===== src/rtl/wb2axi4lite_pkg.sv =====
`default_nettype none
// ============================================================================
//  Module   : wb2axi4lite_pkg
//  Purpose  : Shared types and constants for the Wishbone-to-AXI4-Lite bridge:
//             bridge FSM state encoding, AXI response codes, protection value
//             and a response classification helper.
//  Ports    : none (package)
//  Revision : 1.0 - initial release
// ============================================================================
package wb2axi4lite_pkg;

  // Bridge FSM states. Only one transfer is ever outstanding.
  typedef enum logic [2:0] {
    ST_IDLE    = 3'd0,
    ST_WR      = 3'd1,
    ST_WR_RESP = 3'd2,
    ST_RD      = 3'd3,
    ST_RD_RESP = 3'd4
  } state_t;

  // AXI response codes
  localparam logic [1:0] c_RESP_OKAY   = 2'b00;
  localparam logic [1:0] c_RESP_EXOKAY = 2'b01;
  localparam logic [1:0] c_RESP_SLVERR = 2'b10;
  localparam logic [1:0] c_RESP_DECERR = 2'b11;

  // Unprivileged, secure, data access
  localparam logic [2:0] c_PROT_DEFAULT = 3'b000;

  // OKAY/EXOKAY complete normally; SLVERR/DECERR are reported as bus errors.
  function automatic logic resp_is_err(input logic [1:0] resp);
    logic v_err;
    case (resp)
      c_RESP_OKAY, c_RESP_EXOKAY:   v_err = 1'b0;
      c_RESP_SLVERR, c_RESP_DECERR: v_err = 1'b1;
      default:                      v_err = 1'b0;
    endcase
    return v_err;
  endfunction

endpackage
`default_nettype wire


===== src/rtl/wb2axi4lite.sv =====
`default_nettype none
// ============================================================================
//  Module   : wb2axi4lite
//  Purpose  : Bridge from a pipelined Wishbone slave port to an AXI4-Lite
//             master port. One transfer outstanding at a time.
//  Ports    :
//    aclk, areset              clock, synchronous active-high reset
//    wb_cyc_i/stb_i/we_i       Wishbone request qualifiers
//    wb_adr_i/sel_i/dat_i      Wishbone address, byte selects, write data
//    wb_ack_o/err_o/stall_o    Wishbone completion and flow control
//    wb_dat_o                  Wishbone read data (valid with wb_ack_o)
//    aw*/w*/b*/ar*/r*          AXI4-Lite master channels
//  Options  : define WB2AXI4LITE_TIMEOUT_EN to enable a per-phase response
//             timeout of TIMEOUT cycles that ends the transfer with wb_err_o.
//  Revision : 1.0 - initial release
// ============================================================================
module wb2axi4lite
  import wb2axi4lite_pkg::*;
#(
  parameter int ADDR_WIDTH = 32,
  parameter int TIMEOUT    = 255
) (
  input  logic                  aclk,
  input  logic                  areset,
  // Wishbone slave
  input  logic                  wb_cyc_i,
  input  logic                  wb_stb_i,
  input  logic                  wb_we_i,
  input  logic [ADDR_WIDTH-1:0] wb_adr_i,
  input  logic [3:0]            wb_sel_i,
  input  logic [31:0]           wb_dat_i,
  output logic                  wb_ack_o,
  output logic                  wb_err_o,
  output logic                  wb_stall_o,
  output logic [31:0]           wb_dat_o,
  // AXI4-Lite write address
  output logic                  awvalid,
  input  logic                  awready,
  output logic [ADDR_WIDTH-1:0] awaddr,
  output logic [2:0]            awprot,
  // AXI4-Lite write data
  output logic                  wvalid,
  input  logic                  wready,
  output logic [31:0]           wdata,
  output logic [3:0]            wstrb,
  // AXI4-Lite write response
  input  logic                  bvalid,
  output logic                  bready,
  input  logic [1:0]            bresp,
  // AXI4-Lite read address
  output logic                  arvalid,
  input  logic                  arready,
  output logic [ADDR_WIDTH-1:0] araddr,
  output logic [2:0]            arprot,
  // AXI4-Lite read data
  input  logic                  rvalid,
  output logic                  rready,
  input  logic [31:0]           rdata,
  input  logic [1:0]            rresp
);

  state_t                r_state;
  logic [ADDR_WIDTH-1:0] r_adr;
  logic [31:0]           r_dat;
  logic [3:0]            r_sel;
  logic [31:0]           r_rdata;
  logic                  r_awvalid;
  logic                  r_wvalid;
  logic                  r_bready;
  logic                  r_arvalid;
  logic                  r_rready;
  logic                  r_ack;
  logic                  r_err;
  logic                  r_stall;
  // Set once the master drops wb_cyc_i during a transfer; the AXI side still
  // runs to completion but the result is not reported to Wishbone.
  logic                  r_abort;

  // A write address/data phase counts as done if it already completed or
  // completes this cycle; both must be done to leave ST_WR.
  logic w_aw_done;
  logic w_w_done;
  logic w_deliver;

  assign w_aw_done = !r_awvalid || awready;
  assign w_w_done  = !r_wvalid  || wready;
  assign w_deliver = wb_cyc_i && !r_abort;

`ifdef WB2AXI4LITE_TIMEOUT_EN
  localparam int                 c_TMO_W   = (TIMEOUT > 1) ? $clog2(TIMEOUT) : 1;
  localparam logic [c_TMO_W-1:0] c_TMO_MAX = c_TMO_W'(TIMEOUT - 1);

  logic [c_TMO_W-1:0] r_tmo_cnt;
  logic               w_advance;

  // High on any cycle the FSM leaves its current busy state; the timeout
  // counter restarts for every phase so each handshake gets TIMEOUT cycles.
  assign w_advance = ((r_state == ST_WR)      && w_aw_done && w_w_done) ||
                     ((r_state == ST_WR_RESP) && bvalid)                ||
                     ((r_state == ST_RD)      && arready)               ||
                     ((r_state == ST_RD_RESP) && rvalid);
`else
  logic w_unused_timeout;
  assign w_unused_timeout = (TIMEOUT != 0);
`endif

  always_ff @(posedge aclk) begin
    if (areset) begin
      r_state   <= ST_IDLE;
      r_adr     <= '0;
      r_dat     <= '0;
      r_sel     <= '0;
      r_rdata   <= '0;
      r_awvalid <= 1'b0;
      r_wvalid  <= 1'b0;
      r_bready  <= 1'b0;
      r_arvalid <= 1'b0;
      r_rready  <= 1'b0;
      r_ack     <= 1'b0;
      r_err     <= 1'b0;
      r_stall   <= 1'b0;
      r_abort   <= 1'b0;
`ifdef WB2AXI4LITE_TIMEOUT_EN
      r_tmo_cnt <= '0;
`endif
    end else begin
      // Completion strobes are single-cycle pulses.
      r_ack <= 1'b0;
      r_err <= 1'b0;

      if ((r_state != ST_IDLE) && !wb_cyc_i) begin
        r_abort <= 1'b1;
      end

      case (r_state)
        ST_IDLE: begin
          if (wb_cyc_i && wb_stb_i) begin
            r_adr   <= wb_adr_i;
            r_dat   <= wb_dat_i;
            r_sel   <= wb_sel_i;
            r_abort <= 1'b0;
            r_stall <= 1'b1;
            if (wb_we_i) begin
              r_state   <= ST_WR;
              r_awvalid <= 1'b1;
              r_wvalid  <= 1'b1;
            end else begin
              r_state   <= ST_RD;
              r_arvalid <= 1'b1;
            end
          end
        end

        ST_WR: begin
          // Address and data channels retire independently.
          if (r_awvalid && awready) begin
            r_awvalid <= 1'b0;
          end
          if (r_wvalid && wready) begin
            r_wvalid <= 1'b0;
          end
          if (w_aw_done && w_w_done) begin
            r_state  <= ST_WR_RESP;
            r_bready <= 1'b1;
          end
        end

        ST_WR_RESP: begin
          if (bvalid) begin
            r_bready <= 1'b0;
            r_ack    <= w_deliver && !resp_is_err(bresp);
            r_err    <= w_deliver &&  resp_is_err(bresp);
            r_stall  <= 1'b0;
            r_state  <= ST_IDLE;
          end
        end

        ST_RD: begin
          if (arready) begin
            r_arvalid <= 1'b0;
            r_rready  <= 1'b1;
            r_state   <= ST_RD_RESP;
          end
        end

        ST_RD_RESP: begin
          if (rvalid) begin
            r_rready <= 1'b0;
            r_rdata  <= rdata;
            r_ack    <= w_deliver && !resp_is_err(rresp);
            r_err    <= w_deliver &&  resp_is_err(rresp);
            r_stall  <= 1'b0;
            r_state  <= ST_IDLE;
          end
        end

        default: begin
          r_state <= ST_IDLE;
          r_stall <= 1'b0;
        end
      endcase

`ifdef WB2AXI4LITE_TIMEOUT_EN
      // A genuine handshake in the same cycle wins over an expiring count.
      if ((r_state == ST_IDLE) || w_advance) begin
        r_tmo_cnt <= '0;
      end else if (r_tmo_cnt == c_TMO_MAX) begin
        r_tmo_cnt <= '0;
        r_state   <= ST_IDLE;
        r_awvalid <= 1'b0;
        r_wvalid  <= 1'b0;
        r_bready  <= 1'b0;
        r_arvalid <= 1'b0;
        r_rready  <= 1'b0;
        r_stall   <= 1'b0;
        r_ack     <= 1'b0;
        r_err     <= w_deliver;
      end else begin
        r_tmo_cnt <= r_tmo_cnt + 1'b1;
      end
`endif
    end
  end

  assign wb_ack_o   = r_ack;
  assign wb_err_o   = r_err;
  assign wb_stall_o = r_stall;
  assign wb_dat_o   = r_rdata;

  assign awvalid = r_awvalid;
  assign awaddr  = r_adr;
  assign awprot  = c_PROT_DEFAULT;
  assign wvalid  = r_wvalid;
  assign wdata   = r_dat;
  assign wstrb   = r_sel;
  assign bready  = r_bready;
  assign arvalid = r_arvalid;
  assign araddr  = r_adr;
  assign arprot  = c_PROT_DEFAULT;
  assign rready  = r_rready;

endmodule
`default_nettype wire

===== config.mk =====
export PLATFORM = sky130hd
export DESIGN_NAME = wb2axi4lite
export DESIGN_NICKNAME = d
export VERILOG_FILES = /design/src/rtl/wb2axi4lite_pkg.sv /design/src/rtl/wb2axi4lite.sv
export SDC_FILE = /design/constraint.sdc
export NUM_CORES = 1
export LEC_CHECK = 0
export CORE_AREA = 10 10 119 121
export DETAILED_ROUTE_END_ITERATION = 6
export DIE_AREA = 0 0 129 131
export PLACE_DENSITY = 0.85
export SLEW_MARGIN = 20
export SYNTH_ARGS = -nofsm -noshare
export SYNTH_HDL_FRONTEND = slang
export SYNTH_SLANG_ARGS = --single-unit

===== constraint.sdc =====
create_clock -name aclk -period 2.01 [get_ports aclk]
set_input_delay 0.201 -clock aclk [delete_from_list [all_inputs] [get_ports aclk]]
set_output_delay 0.201 -clock aclk [all_outputs]
set_load 0.01 [all_outputs]

* Yosys cells after proc, flatten, opt, wreduce, memory -nomap -nowiden
Cells that the tools add are included.
** Storage, ports and cells
- Word-level logic and storage cells :: 116
- Output and inout port bits :: 146
- Input port bits :: 114
- Bits in registers :: 112
** Cells by class
- Reductions and logical operators :: 40
- Multiplexer cells :: 42
- Equal/unequal tests :: 19
- Bitwise operators :: 1
** Operators with widths (count)
- $mux 1 :: 25
- $ne 2x2->1 const B :: 9
- $pmux 1 s2 :: 9
- $reduce_and 4->1 :: 4
- $mux 3 :: 5
- $pmux 3 s5 :: 1
- $logic_and 1x1->1 :: 10
- $reduce_or 2->1 :: 5
- $eq 2x2->1 const B :: 4
- $reduce_bool 2->1 :: 4
- $eq 3x2->1 const B :: 2
- $logic_not 1->1 :: 6
- $reduce_and 3->1 :: 2
- $reduce_and 5->1 :: 1
- $eq 2x1->1 const B :: 2
- $logic_not 2->1 :: 2
- $pmux 1 s4 :: 1
- $reduce_and 2->1 :: 2
- $eq 3x1->1 const B :: 1
- $eq 3x3->1 const B :: 1
- $logic_not 3->1 :: 1
- $reduce_bool 3->1 :: 1
- $logic_or 1x1->1 :: 2
- $mux 2 :: 1
- $not 1->1 :: 1

* Logic depth before layout (Yosys ltp)
Gate-level depths: netlist of run 1.
- Word-level depth :: 10
- Depth in mapped cells :: 6
- Mapped depth without buffers :: 4

* Least setup slack after synthesis of run 1
No wires, ideal clock.
- Path type :: reg2reg
- Start :: reg r_state[2]
- End :: reg r_adr[12], in the netlist araddr[12]
- Path buffers :: 2
- Slack :: 616 ps
- Data arrival time :: 1261 ps
- Clock period less this slack :: 1394 ps
- Required time :: 1878 ps
- Library setup time :: 132 ps
- Stages on the path, launching flop included :: 7
- Cell sequence :: dfxtp_1 -> nor2_1 -> nand4_1 -> buf_2 -> buf_2 -> nand2_1 -> a21oi_1
** On the way
- Word-level cells in the longest chain between the ends :: 2
** RTL lines
- from (decl) :: line wb2axi4lite.sv:62 : state_t r_state;
- from (signal assigned) :: line wb2axi4lite.sv:109 : r_state <= ST_IDLE;
- from (signal assigned) :: line wb2axi4lite.sv:144 : r_state <= ST_WR;
- from (signal assigned) :: line wb2axi4lite.sv:148 : r_state <= ST_RD;
- $logic_not 3->1 :: line wb2axi4lite.sv:135 : case (r_state)
- $reduce_and 2->1 (no source line)
- to (signal assigned) :: line wb2axi4lite.sv:138 : r_adr <= wb_adr_i;
- to (decl) :: line wb2axi4lite.sv:63 : logic [ADDR_WIDTH-1:0] r_adr;
No other way between the ends.
A chain may end at the register's enable or synchronous reset.

* Worst setup path after layout of run 1
- Start :: reg r_state[0]
- End :: reg r_dat[6], in the netlist wdata[6]
** On the way
- Word-level cells in the longest chain between the ends :: 2
** RTL lines
- $logic_not 3->1 :: line wb2axi4lite.sv:135
- $reduce_and 2->1 (no source line)
- to (signal assigned) :: line wb2axi4lite.sv:139 : r_dat <= wb_dat_i;
- to (decl) :: line wb2axi4lite.sv:64 : logic [31:0] r_dat;
No other way between the ends.

==> flow_metrics.py, run 1 <==
metrics = {
    "synthesis": {
        "ys_ff_latch": 112,
        "async_flop_share": 0,
        "synthCells": 543,
        "synthFlopType": "dfxtp_1",
        "synth-edff-count": 0,
        "synth-seq-area-share": 0.515,
        "yosys_warnings": 0,
        "avgSynthCellArea_um2": 8.02,
        "synth.distinct_cells": 34,
        "synth_area_mm2": 0.00435,
    },
    "clocking": {
        "postCtsSetupBuffers": 0,
        "ctsHoldBuffers": 0,
        "clock_latency_ns": 0.35,
        "cts_resized": 0,
        "clk_pin_slew_ns": 0.07,
        "cts.sinks": 112,
        "root_buffer": "clkbuf_16",
        "cts_buffers": 9,
        "cts_max_level": 3,
        "cts_tree": "built",
        "ctsLongestPathBuffers": 2,
    },
    "cells_and_area": {
        "layout.nets": 863,
        "layout_commonest_cell": "clkdlybuf4s50_1",
        "area_growth_pct": 61.1,
        "antennaDiodeCount": 0,
        "fillerInstances": 1024,
        "drive_above_1_share": 0.0451,
        "final_util": 0.594,
        "final_cell_mix": "250 x clkdlybuf4s50_1, 207 x nand2_1, 112 x dfxtp_1",
    },
    "worst_setup_path": {
        "cpMaxStageDelayCell": "dfxtp_1",
        "required_ns": 2.28,
        "cp_cell_sequence": "inv_1 > nand4_1 > buf_12 > nand2_1 > a21oi_1",
        "cp-start-kind": "register",
        "crit_arrival_ns": 1.90,
        "critical_path.endpoint_type": "register",
        "cp_max_fo": 69,
        "worstSetupPathType": "reg2reg",
        "crit_path_max_incr_delay_ns": 0.63,
    },
    "pwr": {
        "p_sw_mw": 1.23,
        "cellLeakagePower_nw": 2.46,
        "p_int_mw": 3.72,
        "ir_drop_uv": 495,
        "pwr-share-clk": 0.344,
        "p_per_area_mw_per_mm2": 707,
        "sw_frac_of_total": 0.249,
        "p_comb_frac": 0.175,
        "seq_power_share": 0.480,
    },
    "placement": {
        "dpl.hpwl_mm": 11.0,
        "port_buffers": 251,
        "gp_congestion": 0.786,
    },
    "floorplan": {
        "core_mm2": 0.0118,
        "die_area_mm2": 0.0169,
        "boundaryPins": 260,
        "initial_core_util": 0.369,
        "chipWidth_um": 129,
        "rows": 40,
        "die_h_um": 131,
    },
    "timing": {
        "hold_ws_ns": 0.271,
        "period_share": 0.813,
        "setup_viol": 0,
        "finalHoldViolCount": 0,
        "setup_tns_ns": 0,
        "fmax_ghz": 0.612,
        "rsz0062_at_grt": "false",
        "slew_violations": 0,
        "timing.final.crit_period_ns": 1.63,
        "final.setup_skew_ns": 0.00437,
    },
    "drt": {
        "avgViaCountPerCell": 4.68,
        "post_drt_wl_per_cell_um": 16.2,
        "drc": 0,
        "drt-total-wl_mm": 14.6,
        "num_vias": 4221,
        "drtIter0Drc": 228,
        "first_pass_iters": 4,
        "final_antenna_net_count": 0,
    },
    "grt": {
        "globalRouteOverflowTotal": 0,
        "grt_max_degree": 70,
        "grt_pass1_wl_mm": 21.5,
        "grt_usage": 0.162,
        "antenna_found_initial": 0,
        "grt_pass1_vias": 4132,
    },
    "status": {
        "status": "completed",
    },
    "min_path": {
        "min_path_type": "in2reg",
    },
    "job": {
        "maxCapViolCount": 0,
    },
}
==> final cells by class <==
class | instances | area [um^2] | area share
Clock inverter | 4 | 28.8 | 0.00410
Multi-Input combinational cell | 361 | 1630 | 0.233
Timing Repair Buffer | 263 | 2660 | 0.380
Clock buffer | 12 | 256 | 0.0366
Sequential cell | 112 | 2240 | 0.320
Inverter | 2 | 7.51 | 0.00107
Tap cell | 147 | 184 | 0.0262
==> sequential cells by signal (all words and copies together), names as in the netlist, 3 cells and up <==
name	count
r_state	3
wb_dat_o	32
wstrb	4
araddr	32
wdata	32
==> cells in the mapped netlist (2+ instances only) <==
cell,count,area share
a32oi_1,2,0.0040
buf_4,39,0.067
a31oi_1,2,0.0029
a21oi_1,108,0.12
nand3_1,2,0.0023
buf_2,7,0.0080
nand2_1,207,0.18
nor4b_1,2,0.0040
inv_1,2,0.0017
buf_6,8,0.021
o21ai_0,2,0.0023
clkbuf_1,18,0.016
dfxtp_1,112,0.52
nor2b_1,4,0.0057
nor2_1,9,0.0078
==> critical path: cells and delay by family (launching register included) <==
kind	cells	cell delay, ns
flops	1	0.63
buf+inv	2	0.47
simple gates	2	0.25
compound gates	1	0.18
==> cells by family after synthesis <==
kind of cell,synth area share
flops,0.515
compound gates,0.146
simple gates,0.222
other cells,0.000861
xor+xnor,0.00201
buf+inv,0.114
==> per-layer routing <==
metal	GRT usage	share of wire	up-vias
met5	0	0	-
met4	0.0709	0.021	0
met3	0.0725	0.11	23
met2	0.282	0.49	161
met1	0.164	0.37	1906
li1	-	-	2131
==> final timing paths <==
| kind | from | end | slack [ns] | cells past startpoint |
|---|---|---|---|---|
| setup reg to reg | r_state[0] | wdata[6] | 0.38 | 5 |
| setup / recovery | r_state[0] | wdata[6] | 0.38 | 5 |
| hold / removal | areset | araddr[3] | 0.27 | 2 |
| hold reg to reg | wb_dat_o[27] | wb_dat_o[27] | 0.45 | 2 |
==> metrics by stage <==
step	setup slack [ns]	instances	total power [mW]	area (um^2)
floorplan	0.616	548	2.82	4370
global placement	0.389	885	3.29	6730
detailed placement	0.363	885	3.31	6730
CTS	0.368	901	5.02	7010
global route	0.205	901	5.18	7010
finish	0.376	901	4.96	7010
==> power groups by stage <==
stage	registers (mW)	logic, mW	clock network [mW]
2_1_floorplan	2.46	0.361	0
3_3_place_gp	2.43	0.865	0
3_5_place_dp	2.43	0.873	0
4_1_cts	2.38	0.877	1.76
5_1_grt	2.39	0.939	1.85
6_report	2.38	0.869	1.71
Note: power is estimated with default switching activity, not from simulation.
==> run 2: changes to the inputs <==
- clock period: 2.01 -> 1.7 ns (I/O delays scaled with it)
==> run 2 against run 1 <==
  * Critical path depth stayed put
  * Clock skew is 0.00062 ns higher
  * Sequential share of layout area is 0.33 points lower
  * Critical endpoint is now wdata[13]
  * Flip-flop and latch count stayed put
==> flow_metrics.py, run 2 (synthesis gave the netlist of run 1 again) <==
metrics = {
    "status": {
        "status": "completed",
    },
    "clocking": {
        "ctsLongestPathBuffers": 2,
        "cts.sinks": 112,
        "cts_max_level": 3,
        "postCtsSetupBuffers": 0,
        "clk_pin_slew_ns": 0.07,
        "root_buffer": "clkbuf_16",
        "cts_tree": "built",
        "cts_buffers": 9,
        "ctsHoldBuffers": 0,
        "clock_latency_ns": 0.34,
        "cts_resized": 0,
    },
    "pwr": {
        "p_comb_frac": 0.179,
        "sw_frac_of_total": 0.242,
        "p_int_mw": 4.46,
        "seq_power_share": 0.479,
        "p_per_area_mw_per_mm2": 830,
        "pwr-share-clk": 0.342,
        "ir_drop_uv": 456,
        "p_sw_mw": 1.43,
        "cellLeakagePower_nw": 2.51,
    },
    "floorplan": {
        "boundaryPins": 260,
        "initial_core_util": 0.369,
        "chipWidth_um": 129,
        "die_h_um": 131,
        "core_mm2": 0.0118,
        "rows": 40,
        "die_area_mm2": 0.0169,
    },
    "min_path": {
        "hold_start": "areset",
        "hold_depth": 2,
        "min_path_type": "in2reg",
        "hold_end": "wb_stall_o",
    },
    "worst_setup_path": {
        "critical_path.endpoint_type": "register",
        "cp_cell_sequence": "nor2_1 > nand4_1 > buf_12 > nand2_1 > a21oi_1",
        "cp-start-kind": "register",
        "required_ns": 1.97,
        "cpMaxStageDelayCell": "dfxtp_1",
        "r2r_cells": 5,
        "r2r_start": "r_state[1]",
        "r2r_slack_ns": 0.14,
        "worstSetupPathType": "reg2reg",
        "cp_max_fo": 69,
        "crit_path_max_incr_delay_ns": 0.62,
        "rr_endpoint": "wdata[13]",
        "crit_arrival_ns": 1.83,
        "path_buf_inv": 1,
        "crit_family": "flip-flops",
    },
    "cells_and_area": {
        "drive_above_1_share": 0.0527,
        "area_growth_pct": 62.9,
        "layout.nets": 868,
        "final_cell_mix": "250 x clkdlybuf4s50_1, 207 x nand2_1, 111 x dfxtp_1",
        "antennaDiodeCount": 0,
        "layout_commonest_cell": "clkdlybuf4s50_1",
        "fillerInstances": 1063,
    },
    "drt": {
        "drtIter0Drc": 182,
        "first_pass_iters": 6,
        "post_drt_wl_per_cell_um": 16.3,
        "final_antenna_net_count": 0,
        "avgViaCountPerCell": 4.75,
        "num_vias": 4303,
        "drc": 0,
        "drt-total-wl_mm": 14.7,
    },
    "timing": {
        "fmax_ghz": 0.641,
        "hold_ws_ns": 0.260,
        "timing.final.crit_period_ns": 1.56,
        "final.setup_skew_ns": 0.00498,
        "finalHoldViolCount": 0,
        "setup_viol": 0,
        "period_share": 0.917,
        "rsz0062_at_grt": "false",
        "setup_tns_ns": 0,
        "slew_violations": 0,
    },
    "placement": {
        "dpl.hpwl_mm": 11.4,
        "gp_congestion": 0.785,
        "port_buffers": 251,
    },
    "grt": {
        "globalRouteOverflowTotal": 0,
        "grt_usage": 0.166,
        "antenna_found_initial": 0,
        "grt_max_degree": 70,
        "grt_pass1_wl_mm": 22.1,
        "grt_pass1_vias": 4278,
    },
    "job": {
        "maxCapViolCount": 0,
    },
}
## run 2: cell count changes in the layout (fill, tap and decap cells not counted), sizes merged
cell / delta
buf: +5
clkinv: +1
clkbuf: +1
clkinvlp: -2
## run 2: routing by layer
layer / wire [um] / vias to the layer above / GRT usage
li1: - / 2140 / -
met1: 5430 / 1959 / 0.172
met2: 7380 / 175 / 0.286
met3: 1530 / 29 / 0.0673
met4: 410 / 0 / 0.0829
met5: 0 / - / 0
## run 2: area by class of cell
type | count | area (um^2) | share of cell area
repair buffers | 268 | 2740 | 0.386
inverters | 2 | 7.51 | 0.00106
well taps | 147 | 184 | 0.0259
flip-flops and latches | 112 | 2240 | 0.316
clock buffers | 13 | 270 | 0.0381
clock inverters | 3 | 15.0 | 0.00212
multi-input cells | 361 | 1630 | 0.230
## run 2: worst max path at each step
stage,start,to,cells after the start
after CTS,r_state[1],wdata[25],5
after detailed placement,wb_stb_i,wstrb[2],7
final,r_state[1],wdata[13],5
after global routing,r_state[1],r_state[1],3
after global placement,wready,r_state[1],5
after floorplan,r_state[2],araddr[12],6
## run 2: power groups by stage
stage	clock, mW	sequential, mW	combinational, mW
after floorplan	0	2.90	0.426
after global placement	0	2.87	1.05
after detailed placement	0	2.88	1.06
after CTS	2.10	2.82	1.07
after global routing	2.18	2.83	1.15
final	2.01	2.82	1.05
## run 2: per-stage QoR
step	instance area (um^2)	instances	power, mW	setup slack, ns	utilization
floorplan	4370	548	3.33	0.306	-
global placement	6800	890	3.92	0.110	0.576
detailed placement	6800	890	3.94	0.0769	0.576
CTS	7090	906	5.99	0.138	0.600
global route	7090	906	6.16	0.00523	0.600
finish	7090	906	5.88	0.141	0.600
